`config.mk`:
```
export PLATFORM = sky130hd
export DESIGN_NAME = board_clear_ctrl
export DESIGN_NICKNAME = d
export VERILOG_FILES = /design/src/rtl/board_clear_ctrl.sv
export SDC_FILE = /design/constraint.sdc
export NUM_CORES = 1
export LEC_CHECK = 0
export ABC_AREA = 1
export ABC_CLOCK_PERIOD_IN_PS = 1900
export BUFFER_PORTS_ARGS = -buffer_cell sky130_fd_sc_hd__buf_2
export CAP_MARGIN = 40
export CORE_ASPECT_RATIO = 0.9
export CORE_MARGIN = 2
export CORE_UTILIZATION = 59
export DETAILED_ROUTE_END_ITERATION = 12
export PLACE_DENSITY = 0.79
export SYNTH_ARGS = -nofsm -noshare
export SYNTH_HDL_FRONTEND = slang
export SYNTH_SLANG_ARGS = --single-unit
```
`constraint.sdc`:
```
create_clock -name CLOCK_50 -period 1.9 [get_ports CLOCK_50]
set_input_delay 0.285 -clock CLOCK_50 [delete_from_list [all_inputs] [get_ports CLOCK_50]]
set_output_delay 0.285 -clock CLOCK_50 [all_outputs]
set_load 0.02 [all_outputs]
```
`src/rtl/board_clear_ctrl.sv`:
```
// board_clear_ctrl
// Line-clear sequencer for the one-bit-per-cell board memory. After a piece
// locks, this block scans rows bottom-up, removes every full row, moves the
// remaining rows down to close the gaps, zero-fills the rows left empty at the
// top and reports how many lines it removed. While busy is high it owns the
// board read/write port.
module board_clear_ctrl #(
    parameter int COLS   = 10,
    parameter int ROWS   = 20,
    parameter int RD_LAT = 1
) (
    input  logic       CLOCK_50,
    input  logic       resetn,
    input  logic       start,
    output logic       busy,
    output logic       done,
    output logic [4:0] lines_cleared,
    output logic [3:0] board_rx,
    output logic [4:0] board_ry,
    input  logic       board_rdata,
    output logic       board_we,
    output logic [3:0] board_wx,
    output logic [4:0] board_wy,
    output logic       board_wdata
);

    // The column counter also counts the read-latency tail of READ, so it
    // must reach COLS+RD_LAT-1. It is never narrower than the column port.
    localparam int CW_RAW = $clog2(COLS + RD_LAT + 1);
    localparam int CW     = (CW_RAW > 4) ? CW_RAW : 4;

    localparam logic [CW-1:0]       COL_ONE     = CW'(1);
    localparam logic [CW-1:0]       COL_LAST_RD = CW'(COLS + RD_LAT - 1);
    localparam logic [CW-1:0]       COL_LAST_WR = CW'(COLS - 1);
    localparam logic [CW-1:0]       COL_RD_END  = CW'(COLS);
    localparam logic signed [5:0]   ROW_TOP     = 6'(ROWS - 1);

    localparam logic [2:0] S_IDLE = 3'd0;
    localparam logic [2:0] S_READ = 3'd1;
    localparam logic [2:0] S_EVAL = 3'd2;
    localparam logic [2:0] S_COPY = 3'd3;
    localparam logic [2:0] S_FILL = 3'd4;
    localparam logic [2:0] S_DONE = 3'd5;

    // A row index is usable while its sign bit is clear; -1 marks "past row 0".
    function automatic logic is_nonneg(input logic signed [5:0] v);
        return ~v[5];
    endfunction

    // Board row address for a signed row index; negative rows map to 0.
    function automatic logic [4:0] row_addr(input logic signed [5:0] v);
        logic [4:0] a_v;
        if (is_nonneg(v)) begin
            a_v = v[4:0];
        end else begin
            a_v = 5'd0;
        end
        return a_v;
    endfunction

    // Select one cell of a buffered row without a variable-width part select.
    function automatic logic row_bit(input logic [COLS-1:0] row, input logic [CW-1:0] idx);
        logic bit_v;
        bit_v = 1'b0;
        for (int i = 0; i < COLS; i++) begin
            if (idx == CW'(i)) begin
                bit_v = row[i];
            end else begin
                bit_v = bit_v;
            end
        end
        return bit_v;
    endfunction

    // State and datapath registers
    logic [2:0]          state_r;
    logic signed [5:0]   src_r;
    logic signed [5:0]   dst_r;
    logic [CW-1:0]       col_r;
    logic [COLS-1:0]     rowbuf_r;
    logic [4:0]          cnt_r;
    logic [4:0]          lines_r;

    // Registered outputs
    logic                busy_r;
    logic                done_r;
    logic [3:0]          rx_r;
    logic [4:0]          ry_r;
    logic                we_r;
    logic [3:0]          wx_r;
    logic [4:0]          wy_r;
    logic                wdata_r;

    // Next-state values
    logic [2:0]          state_s;
    logic signed [5:0]   src_s;
    logic signed [5:0]   dst_s;
    logic [CW-1:0]       col_s;
    logic [COLS-1:0]     rowbuf_s;
    logic [4:0]          cnt_s;
    logic [4:0]          lines_s;
    logic signed [5:0]   src_dec_s;
    logic signed [5:0]   dst_dec_s;

    // Next-output values, derived from the next state so outputs line up with it
    logic                busy_s;
    logic                done_s;
    logic [3:0]          rx_s;
    logic [4:0]          ry_s;
    logic                we_s;
    logic [3:0]          wx_s;
    logic [4:0]          wy_s;
    logic                wdata_s;

    // Sequencer next-state logic: scan, evaluate, compact and fill
    always_comb begin
        state_s   = state_r;
        src_s     = src_r;
        dst_s     = dst_r;
        col_s     = col_r;
        rowbuf_s  = rowbuf_r;
        cnt_s     = cnt_r;
        lines_s   = lines_r;
        src_dec_s = src_r - 6'sd1;
        dst_dec_s = dst_r - 6'sd1;

        case (state_r)
            S_IDLE: begin
                if (start) begin
                    src_s   = ROW_TOP;
                    dst_s   = ROW_TOP;
                    cnt_s   = 5'd0;
                    lines_s = 5'd0;
                    col_s   = '0;
                    state_s = S_READ;
                end else begin
                    state_s = S_IDLE;
                end
            end

            S_READ: begin
                // Data for the address issued k cycles ago lands now.
                for (int i = 0; i < COLS; i++) begin
                    if (col_r == CW'(i + RD_LAT)) begin
                        rowbuf_s[i] = board_rdata;
                    end else begin
                        rowbuf_s[i] = rowbuf_r[i];
                    end
                end
                if (col_r == COL_LAST_RD) begin
                    col_s   = '0;
                    state_s = S_EVAL;
                end else begin
                    col_s   = col_r + COL_ONE;
                end
            end

            S_EVAL: begin
                col_s = '0;
                if (&rowbuf_r) begin
                    // Full row: drop it, keep the write pointer where it is.
                    cnt_s = cnt_r + 5'd1;
                    src_s = src_dec_s;
                    if (is_nonneg(src_dec_s)) begin
                        state_s = S_READ;
                    end else if (is_nonneg(dst_r)) begin
                        state_s = S_FILL;
                    end else begin
                        state_s = S_DONE;
                    end
                end else if (src_r != dst_r) begin
                    // Surviving row above a gap: move it down.
                    state_s = S_COPY;
                end else begin
                    // Surviving row already in place: nothing to write.
                    src_s = src_dec_s;
                    dst_s = dst_dec_s;
                    if (is_nonneg(src_dec_s)) begin
                        state_s = S_READ;
                    end else if (is_nonneg(dst_dec_s) && (cnt_r != 5'd0)) begin
                        state_s = S_FILL;
                    end else begin
                        state_s = S_DONE;
                    end
                end
            end

            S_COPY: begin
                if (col_r == COL_LAST_WR) begin
                    col_s = '0;
                    src_s = src_dec_s;
                    dst_s = dst_dec_s;
                    // A copy only happens after a clear, so the fill is never empty.
                    if (is_nonneg(src_dec_s)) begin
                        state_s = S_READ;
                    end else begin
                        state_s = S_FILL;
                    end
                end else begin
                    col_s = col_r + COL_ONE;
                end
            end

            S_FILL: begin
                if (col_r == COL_LAST_WR) begin
                    col_s = '0;
                    dst_s = dst_dec_s;
                    if (is_nonneg(dst_dec_s)) begin
                        state_s = S_FILL;
                    end else begin
                        state_s = S_DONE;
                    end
                end else begin
                    col_s = col_r + COL_ONE;
                end
            end

            S_DONE: begin
                lines_s = cnt_r;
                state_s = S_IDLE;
            end

            default: begin
                state_s = S_IDLE;
            end
        endcase
    end

    // Board port and status values for the cycle after this edge
    always_comb begin
        busy_s  = (state_s != S_IDLE);
        done_s  = (state_s == S_DONE);
        rx_s    = rx_r;
        ry_s    = ry_r;
        wx_s    = wx_r;
        wy_s    = wy_r;
        we_s    = (state_s == S_COPY) || (state_s == S_FILL);
        wdata_s = 1'b0;

        // Read address advances only on the issue cycles, then holds.
        if ((state_s == S_READ) && (col_s < COL_RD_END)) begin
            rx_s = 4'(col_s);
            ry_s = row_addr(src_s);
        end else begin
            rx_s = rx_r;
            ry_s = ry_r;
        end

        if (we_s) begin
            wx_s = 4'(col_s);
            wy_s = row_addr(dst_s);
            if (state_s == S_COPY) begin
                wdata_s = row_bit(rowbuf_s, col_s);
            end else begin
                wdata_s = 1'b0;
            end
        end else begin
            wx_s    = wx_r;
            wy_s    = wy_r;
            wdata_s = 1'b0;
        end
    end

    // State, datapath and output registers with synchronous active-low reset
    always_ff @(posedge CLOCK_50) begin
        if (!resetn) begin
            state_r  <= S_IDLE;
            src_r    <= ROW_TOP;
            dst_r    <= ROW_TOP;
            col_r    <= '0;
            rowbuf_r <= '0;
            cnt_r    <= 5'd0;
            lines_r  <= 5'd0;
            busy_r   <= 1'b0;
            done_r   <= 1'b0;
            rx_r     <= 4'd0;
            ry_r     <= 5'd0;
            we_r     <= 1'b0;
            wx_r     <= 4'd0;
            wy_r     <= 5'd0;
            wdata_r  <= 1'b0;
        end else begin
            state_r  <= state_s;
            src_r    <= src_s;
            dst_r    <= dst_s;
            col_r    <= col_s;
            rowbuf_r <= rowbuf_s;
            cnt_r    <= cnt_s;
            lines_r  <= lines_s;
            busy_r   <= busy_s;
            done_r   <= done_s;
            rx_r     <= rx_s;
            ry_r     <= ry_s;
            we_r     <= we_s;
            wx_r     <= wx_s;
            wy_r     <= wy_s;
            wdata_r  <= wdata_s;
        end
    end

    assign busy          = busy_r;
    assign done          = done_r;
    assign lines_cleared = lines_r;
    assign board_rx      = rx_r;
    assign board_ry      = ry_r;
    assign board_we      = we_r;
    assign board_wx      = wx_r;
    assign board_wy      = wy_r;
    assign board_wdata   = wdata_r;

endmodule

```
==> results of run 1 <==
## what timing repair did
action,4_1_cts,5_1_grt
buffers inserted,4,5
pin swaps,3,21
gates cloned,0,0
hold endpoints to repair,0,0
gates resized for setup,6,95
endpoints found under the setup margin,13,24
## report_power, final
group          total, W  internal [W]  switching (W)  leakage [nW]
Sequential      0.00134       0.00131      0.0000280         0.502
Combinational  0.000462      0.000176       0.000286          1.69
Clock           0.00113      0.000602       0.000533        0.0923
Total           0.00294       0.00209       0.000846          2.29
## final timing paths
kind / startpoint / end / slack [ns] / cells after the start
max: col_r[0] / board_wx[3] / 0.04 / 15
min: board_rdata / rowbuf_r[4] / 0.37 / 3
max reg2reg: col_r[0] / board_wx[3] / 0.04 / 15
min reg2reg: board_wy[4] / board_wy[4] / 0.45 / 2
## layout make-up
type                    instances  area (sq um)
clock buffers                  10           128
inverters                      85           329
well taps                      67          83.8
repair buffers                 90           627
fillers                       358           925
multi-input cells             374          1940
clock inverters                 6          63.8
flip-flops and latches         61          1260
## stage by stage
step,cells,TNS [ns],power [W]
2_1_floorplan,528,0,0.00162
3_3_place_gp,668,-0.134,0.00175
3_5_place_dp,668,-0.637,0.00176
4_1_cts,688,0,0.00288
5_1_grt,693,-0.251,0.00304
6_report,693,0,0.00294
## tightest hold or removal path, cell delays in order
cell and delay (ns):
buf_2 0.19, o21ai_1 0.13, nor2_1 0.08
## layer usage
metal,vias up,global-route usage,share of wire
li1,1835,-,-
met1,1711,0.398,0.43
met2,194,0.512,0.46
met3,28,0.0737,0.086
met4,0,0.140,0.026
met5,-,0,0
## flip-flops by register name, summed over array words and instances (netlist names), 5 cells and up
register and flops:
board_ry 5, board_wy 5, cnt_r 5, dst_r 6, lines_cleared 5, rowbuf_r 10
src_r 6
## placed cells by master (no fill, tap or decap), types with 3 or more instances in the layout
cell type	Yosys	layout
a21oi_1	25	23
buf_2	2	30
buf_4	0	53
buf_6	1	7
clkbuf_8	0	9
dfxtp_1	61	39
dfxtp_2	0	19
dfxtp_4	0	3
ha_1	4	4
inv_1	71	65
inv_2	13	17
mux2i_1	3	3
nand2_1	162	147
nand2_2	13	26
nand2_4	1	3
nand3_1	30	24
nand3_2	1	6
nand4_1	6	6
nor2_1	68	56
nor2_2	9	11
nor2_4	1	11
nor3_1	6	6
o211ai_1	3	3
o21ai_0	24	15
o21ai_1	1	9
o21ai_2	2	3
## kinds of logic after synthesis
| kind of cell | synth area share |
|---|---|
| xor+xnor | 0.00263 |
| simple gates | 0.393 |
| compound gates | 0.106 |
| fa+ha+maj | 0.0150 |
| mux | 0.00901 |
| flops | 0.366 |
| buf+inv | 0.108 |
==> reports/summary.txt, run 1 <==
OUTCOME
-------------------------------------------------------------------------------------
Run status                                                                  completed

ROUTE
-------------------------------------------------------------------------------------
Total detailed-routing wirelength                                             9990 um
Residual DRC                                                                        0
Vias after detailed routing                                                     3,768
Via density                                                                      5.44
Detailed Routing Iterations Pass 1                                                  5
Routed length per instance                                                    14.4 um
First DRT Iteration DRCs                                                          224
Antenna-violating nets left                                                         0

YOSYS
-------------------------------------------------------------------------------------
Number of flops mapped to enable cells by yosys                                     0
Share of the synthesized area in the top cell type                              0.366
Synthesized Nets                                                                  536
Top-count cell post-synth                                                     nand2_1
Post-synthesis cell type count                                                     37
Yosys warning count                                                                 0
Most area-hungry cell type in the Yosys netlist                               dfxtp_1
Synth Cell Area                                                            3330 sq um
Most frequent cells after synthesis                                      nand2_1, inv_1, nor2_1
Top cells by area, synth                                                 dfxtp_1, nand2_1, inv_1
Proportion of synthesized chip area in sequential cells                         0.366
Post-synth top flop                                                           dfxtp_1
Synth Area per Inst                                                        6.32 sq um
Share of async-settable or async-resettable flops after synthesis                   0
Cells after synthesis                                                             528
Flip-flop and latch count after synthesis                                          61

FLOORPLAN
-------------------------------------------------------------------------------------
Site Rows                                                                          25
Overall die height                                                            75.3 um
Width of the die                                                              83.2 um
Std-Cell Core Area                                                         5350 sq um
Top-Level Pins                                                                     31
Starting utilization of the core area                                           0.623
Die Area                                                                   6270 sq um

PLACEMENT
-------------------------------------------------------------------------------------
GPL Wtd Cong                                                                     1.04
Placed instance area                                                       3910 sq um
Pre-CTS worst setup slack                                                   -0.129 ns
Post-detail-place hpwl                                                        6950 um
Number of input and output port buffers inserted                                   30

CRITICAL PATH
-------------------------------------------------------------------------------------
CP peak stage delay                                                           0.33 ns
Slowest-stage cell, CP                                                        dfxtp_2
Ordered cell list for the critical path                                  inv_2 > buf_6 > nand2_1 > inv_2 > nand2_2 > nand2_2 > buf_4 > nand2_1 > nor2_2 > nand3_1 > nand2_2 > nor2_4 > buf_6 > nand2_1 > o21ai_0
Largest fanout of any net on the critical path                                      4
Nature of the critical path startpoint                                           flop
Combined buffer and inverter count along the critical path                          5
Largest delay share family, worst path                                   simple AND/OR/NAND/NOR gates
Required time reported for the critical path endpoint                         2.13 ns
Kind of critical path                                                    flop to flop
Arrival time of data at the critical path endpoint                            2.09 ns
Type of element capturing the critical path                                      flop

CTS
-------------------------------------------------------------------------------------
Maximum level of the CTS H-tree                                                     3
Library cell used as clock root buffer                                       clkbuf_8
Number of sinks driven by the clock tree                                           61
Number of buffers created by CTS                                                    9
Number of buffers added to fix hold violations after cts                            0
Insertion delay to the later sink of the worst-skew pair                      0.35 ns
Clock-pin slew of the registers on the worst-case setup and hold paths        0.07 ns
CTS tree                                                                         done
Largest buffer count on any clock path                                              2

STA
-------------------------------------------------------------------------------------
Worst-margin pin slew                                                        0.553 ns
Worst slack on hold paths                                                    0.368 ns
Maximum operating frequency                                                 0.537 GHz
Tcrit/Tclk final                                                                0.979
Period minus WS final                                                         1.86 ns
Slew margin rel.                                                                0.631
Unrepaired setup endpoints after global routing                                   yes
Setup ws final                                                              0.0391 ns
Count of endpoints failing hold in the final timing report                          0
Final number of setup-violating endpoints                                           0
Fin. max-slew vios                                                                  0
Clock skew after layout                                                    0.00562 ns

LAYOUT
-------------------------------------------------------------------------------------
N_diodes                                                                            0
NumNets Final                                                                     629
Proportion of layout cells with a drive suffix above 1                          0.343
Layout Cell Area excl Fill                                                 4420 sq um
Signed area change from the synthesized netlist to the final layout             32.7%
End-of-flow core utilization                                                    0.827

GRT
-------------------------------------------------------------------------------------
Global-route usage over all layers                                              0.311
Via count of the first global-routing pass                                      3,300
Number of antenna violations at the first check in global routing                   0
GRT Residual Overflow                                                               0
First-pass GRT wire length                                                  15,100 um
Pin count of the biggest net entering global routing                               23

RUN
-------------------------------------------------------------------------------------
Number of max-cap violations                                                        0

POWER AND IR DROP
-------------------------------------------------------------------------------------
Standby leakage power                                                         2.29 nW
Total power divided by cell area                                          664 nW/um^2
Largest vdd supply drop                                                        805 uV

WORST HOLD PATH
-------------------------------------------------------------------------------------
Hold Crit Class                                                          input port to flop

Note: power is estimated with default switching activity, not from simulation.
==> run 2, diff against run 1 <==
--- a/config.mk
+++ b/config.mk
@@ -5,15 +5,17 @@
 export SDC_FILE = /design/constraint.sdc
 export NUM_CORES = 1
 export LEC_CHECK = 0
-export ABC_AREA = 1
 export ABC_CLOCK_PERIOD_IN_PS = 1900
 export BUFFER_PORTS_ARGS = -buffer_cell sky130_fd_sc_hd__buf_2
 export CAP_MARGIN = 40
+export CELL_PAD_IN_SITES_DETAIL_PLACEMENT = 0
+export CELL_PAD_IN_SITES_GLOBAL_PLACEMENT = 2
 export CORE_ASPECT_RATIO = 0.9
 export CORE_MARGIN = 2
-export CORE_UTILIZATION = 59
+export CORE_UTILIZATION = 35
 export DETAILED_ROUTE_END_ITERATION = 12
-export PLACE_DENSITY = 0.79
+export PLACE_DENSITY_LB_ADDON = 0.1
+export SETUP_SLACK_MARGIN = 0.5
 export SYNTH_ARGS = -nofsm -noshare
 export SYNTH_HDL_FRONTEND = slang
 export SYNTH_SLANG_ARGS = --single-unit
==> run 2 against run 1 <==
Compared with the run above: the run now ends with negative setup slack left; critical endpoint is now board_wy[0]; power down 0.93%; clock power up 4%; largest cell class unchanged; clock skew up 0.0057 ns; synthesized cell count down 26%; critical path depth down 8; largest power group unchanged; via count down 11%.
==> reports/summary.txt, run 2 <==
CRITICAL PATH
-------------------------------------------------------------------------------------
Nature of the critical path startpoint                                           flop
Required time reported for the critical path endpoint                         2.18 ns   +0.05 ns
Largest fanout of any net on the critical path                                      3   -1
Beginning of the worst register-to-register path                             src_r[0]
Type of element capturing the critical path                                      flop
Source of the critical timing path                                           src_r[0]
Kind of critical path                                                    flop to flop
Arrival time of data at the critical path endpoint                            2.74 ns   +0.65 ns

GRT
-------------------------------------------------------------------------------------
Busiest grt layer                                                                met2
GR Layer Usage met3                                                            0.0400   -0.0336
Via count of the first global-routing pass                                      3,404   +3.2%
Global-route met2 utilization                                                   0.350   -0.162
First-pass GRT wire length                                                  17,100 um   +14%
Global Route met1 Usage                                                         0.308   -0.0902
Number of antenna violations at the first check in global routing                   0   unchanged
Pin count of the biggest net entering global routing                               23   unchanged
Global-route usage over all layers                                              0.220   -0.0905
GRT Residual Overflow                                                               0   unchanged

CTS
-------------------------------------------------------------------------------------
Maximum level of the CTS H-tree                                                     3   unchanged
Clock-pin slew of the registers on the worst-case setup and hold paths        0.08 ns   about the same
Number of buffers created by CTS                                                    9   unchanged
Library cell used as clock root buffer                                       clkbuf_8
Number of sinks driven by the clock tree                                           61   unchanged
Number of buffers added to fix hold violations after cts                            0   unchanged
CTS tree                                                                         done
Insertion delay to the later sink of the worst-skew pair                      0.34 ns   about the same
Largest buffer count on any clock path                                              2   unchanged

FLOORPLAN
-------------------------------------------------------------------------------------
Die Area                                                                   9930 sq um   +58%
Site Rows                                                                          33   +32%
Top-Level Pins                                                                     31   unchanged
Overall die height                                                            94.8 um   +26%
Starting utilization of the core area                                           0.356   -0.268
Width of the die                                                               105 um   +26%
Std-Cell Core Area                                                         9000 sq um   +68%

ROUTE
-------------------------------------------------------------------------------------
Detailed Routing Iterations Pass 1                                                  4   -1
Vias after detailed routing                                                     3,372   -11%
Residual DRC                                                                        0   unchanged
Antenna-violating nets left                                                         0   unchanged
Routed length per instance                                                    16.1 um   +11%
Via density                                                                      5.06   -7.0%
Total detailed-routing wirelength                                           10,700 um   +7.3%
First DRT Iteration DRCs                                                          138   -38%

LAYOUT
-------------------------------------------------------------------------------------
Top register by number of flip-flops                                         rowbuf_r
End-of-flow core utilization                                                    0.622   -0.205
Signed area change from the synthesized netlist to the final layout             74.9%
Proportion of layout cells with a drive suffix above 1                          0.596   +0.253
Max FFs per register                                                               10   unchanged
Highest-count cells in the layout ignoring fill and taps                 buf_4, buf_6, dfxtp_1
Most common cell after layout, fill and taps aside                              buf_4
Layout Cell Area excl Fill                                                 5600 sq um   +27%
Regs by FF count                                                         rowbuf_r x10, dst_r x6, src_r x6
NumNets Final                                                                     548   -13%
N_diodes                                                                            0   unchanged

PLACEMENT
-------------------------------------------------------------------------------------
Post-detail-place hpwl                                                        7360 um   +5.8%
Number of input and output port buffers inserted                                   30   unchanged
GPL Wtd Cong                                                                    0.853   -18%
Placed instance area                                                       4400 sq um   +12%
Pre-CTS worst setup slack                                                   -0.548 ns   -0.419 ns

YOSYS
-------------------------------------------------------------------------------------
Share of the synthesized area in the top cell type                              0.381   +0.0150
Post-synth top flop                                                           dfxtp_1
Top cells by area, synth                                                 dfxtp_1, nor2_1, a21oi_1
Share of async-settable or async-resettable flops after synthesis                   0   unchanged
Yosys warning count                                                                 0   unchanged
Synth Cell Area                                                            3200 sq um   -3.9%
Synthesized Nets                                                                  399   -26%
Largest family of logic cells by synthesized area                        simple AND/OR/NAND/NOR gates
Simple-Gate Fraction of Synth Area                                              0.298   -0.0948
Most area-hungry cell type in the Yosys netlist                               dfxtp_1
Most frequent cells after synthesis                                      dfxtp_1, nor2_1, nand2_1
Synth Area in Adders                                                           0.0156   +0.000616
Area share of xor/xnor cells in the synthesized design                         0.0328   +0.0302
Post-synthesis cell type count                                                     60   +62%
Synthesized-area fraction occupied by ao, oa, aoi and oai cells                 0.178   +0.0723
Synth Area per Inst                                                        8.19 sq um   +30%
Flip-flop and latch count after synthesis                                          61   unchanged
Number of flops mapped to enable cells by yosys                                     0   unchanged
Top-count cell post-synth                                                     dfxtp_1
Proportion of synthesized chip area in sequential cells                         0.381   +0.0150
Share of synthesized area spent on multiplexers                                0.0473   +0.0383
Cells after synthesis                                                             391   -26%

OUTCOME
-------------------------------------------------------------------------------------
Violated checks                                                          negative setup slack
Run status                                                               finished with violations

STA
-------------------------------------------------------------------------------------
Tcrit/Tclk final                                                                 1.30   +0.316
Unrepaired setup endpoints after global routing                                   yes
Slew margin rel.                                                                0.575   -0.0553
Final TNS setup                                                             -10.32 ns   -10.32 ns
Fin. max-slew vios                                                                  0   unchanged
Final number of setup-violating endpoints                                          31   +31
Worst-margin pin slew                                                        0.630 ns   +0.0769 ns
Maximum operating frequency                                                 0.406 GHz   -24%
Period minus WS final                                                         2.46 ns   +0.601 ns
Clock skew after layout                                                     0.0113 ns   +0.00566 ns
Count of endpoints failing hold in the final timing report                          0   unchanged
Setup ws final                                                              -0.562 ns   -0.601 ns

POWER AND IR DROP
-------------------------------------------------------------------------------------
Standby leakage power                                                         2.37 nW   +3.8%
Largest vdd supply drop                                                        356 uV   -56%
Switching power total                                                      0.000810 W   -4.4%
Internal Pwr Total                                                          0.00210 W   +0.46%
Sw Ratio                                                                        0.278   -0.00996
Sequential power share                                                          0.448   -0.008
Share of power burned in the clock network                                      0.405   +0.019
Combinational share of power                                                    0.147   -0.010
Total power divided by cell area                                          519 nW/um^2   -22%

WORST HOLD PATH
-------------------------------------------------------------------------------------
Hold Crit Class                                                          input port to flop
Origin of the worst min-delay path                                        board_rdata

RUN
-------------------------------------------------------------------------------------
Number of max-cap violations                                                        0   unchanged

-- run 2: cell count changes in the layout (fill, tap and decap cells not counted), moves of 14 or more --
cell     previous run  this run
buf_4              53        82
buf_6               7        44
inv_1              65        12
inv_2              17         3
nand2_1           147        24
nand2_2            26         5
nand3_1            24         3
nor2_1             56        37
-- run 2: critical path, stage by stage (launching register included) --
cell and delay [ns]:
dfxtp_2 0.32, or3_4 0.38, or4_4 0.45, a211oi_4 0.28, a21boi_2 0.08, o21a_2 0.23
or4_4 0.53, a21oi_2 0.12
-- run 2: cell families (layout without fill, tap and decap cells) --
group                      count (synthesis)  after routing
xor gates and xnor gates                  12             12
and+or+nand+nor                          179            179
adders and majority gates                  4              4
AOI/OAI and AO/OA                         82             82
muxes                                     15             15
DFF                                       61             61
buffers and inverters                     38            192
-- run 2: stage by stage --
step	hold slack, ns	power [W]	instances
floorplan	0.419	0.00154	391
global placement	0.442	0.00165	622
detailed placement	0.447	0.00165	622
CTS	0.326	0.00291	656
global route	0.384	0.00303	667
finish	0.360	0.00291	667
-- run 2: layout make-up --
class	count	area, sq um
sequential	61	1260
clock inverter	7	73.8
tap	122	153
timing repair buffer	160	1320
clock buffer	9	124
inverter	16	62.6
fill	770	3400
multi-input combinational	292	2610
-- run 2: worst paths after layout --
| check | cells past startpoint | end | slack (ns) |
|---|---|---|---|
| setup / recovery | 7 | board_wy[0] | -0.56 |
| hold / removal | 3 | rowbuf_r[3] | 0.36 |
| setup reg to reg | 7 | board_wy[0] | -0.56 |
| hold reg to reg | 2 | board_wy[3] | 0.46 |
-- run 2: what timing repair did --
item / in CTS / in global routing
cloned: 1 / 0
pin swaps: 29 / 22
gates resized for setup: 116 / 78
buffers inserted: 17 / 11
endpoints found under the setup margin: 61 / 61
-- run 2: layer usage --
layer | wire length (um) | up-vias | part of all wire
met5 | 0 | - | 0
met2 | 4900 | 64 | 0.46
met4 | 128 | 0 | 0.012
li1 | - | 1697 | -
met3 | 396 | 14 | 0.037
met1 | 5300 | 1597 | 0.49
-- run 2: power groups by stage --
stage | combinational (W) | clock, W | sequential [W]
finish | 0.000428 | 0.00118 | 0.00130
global route | 0.000458 | 0.00126 | 0.00131
CTS | 0.000386 | 0.00122 | 0.00131
detailed placement | 0.000312 | 0 | 0.00134
global placement | 0.000310 | 0 | 0.00134
floorplan | 0.000186 | 0 | 0.00135
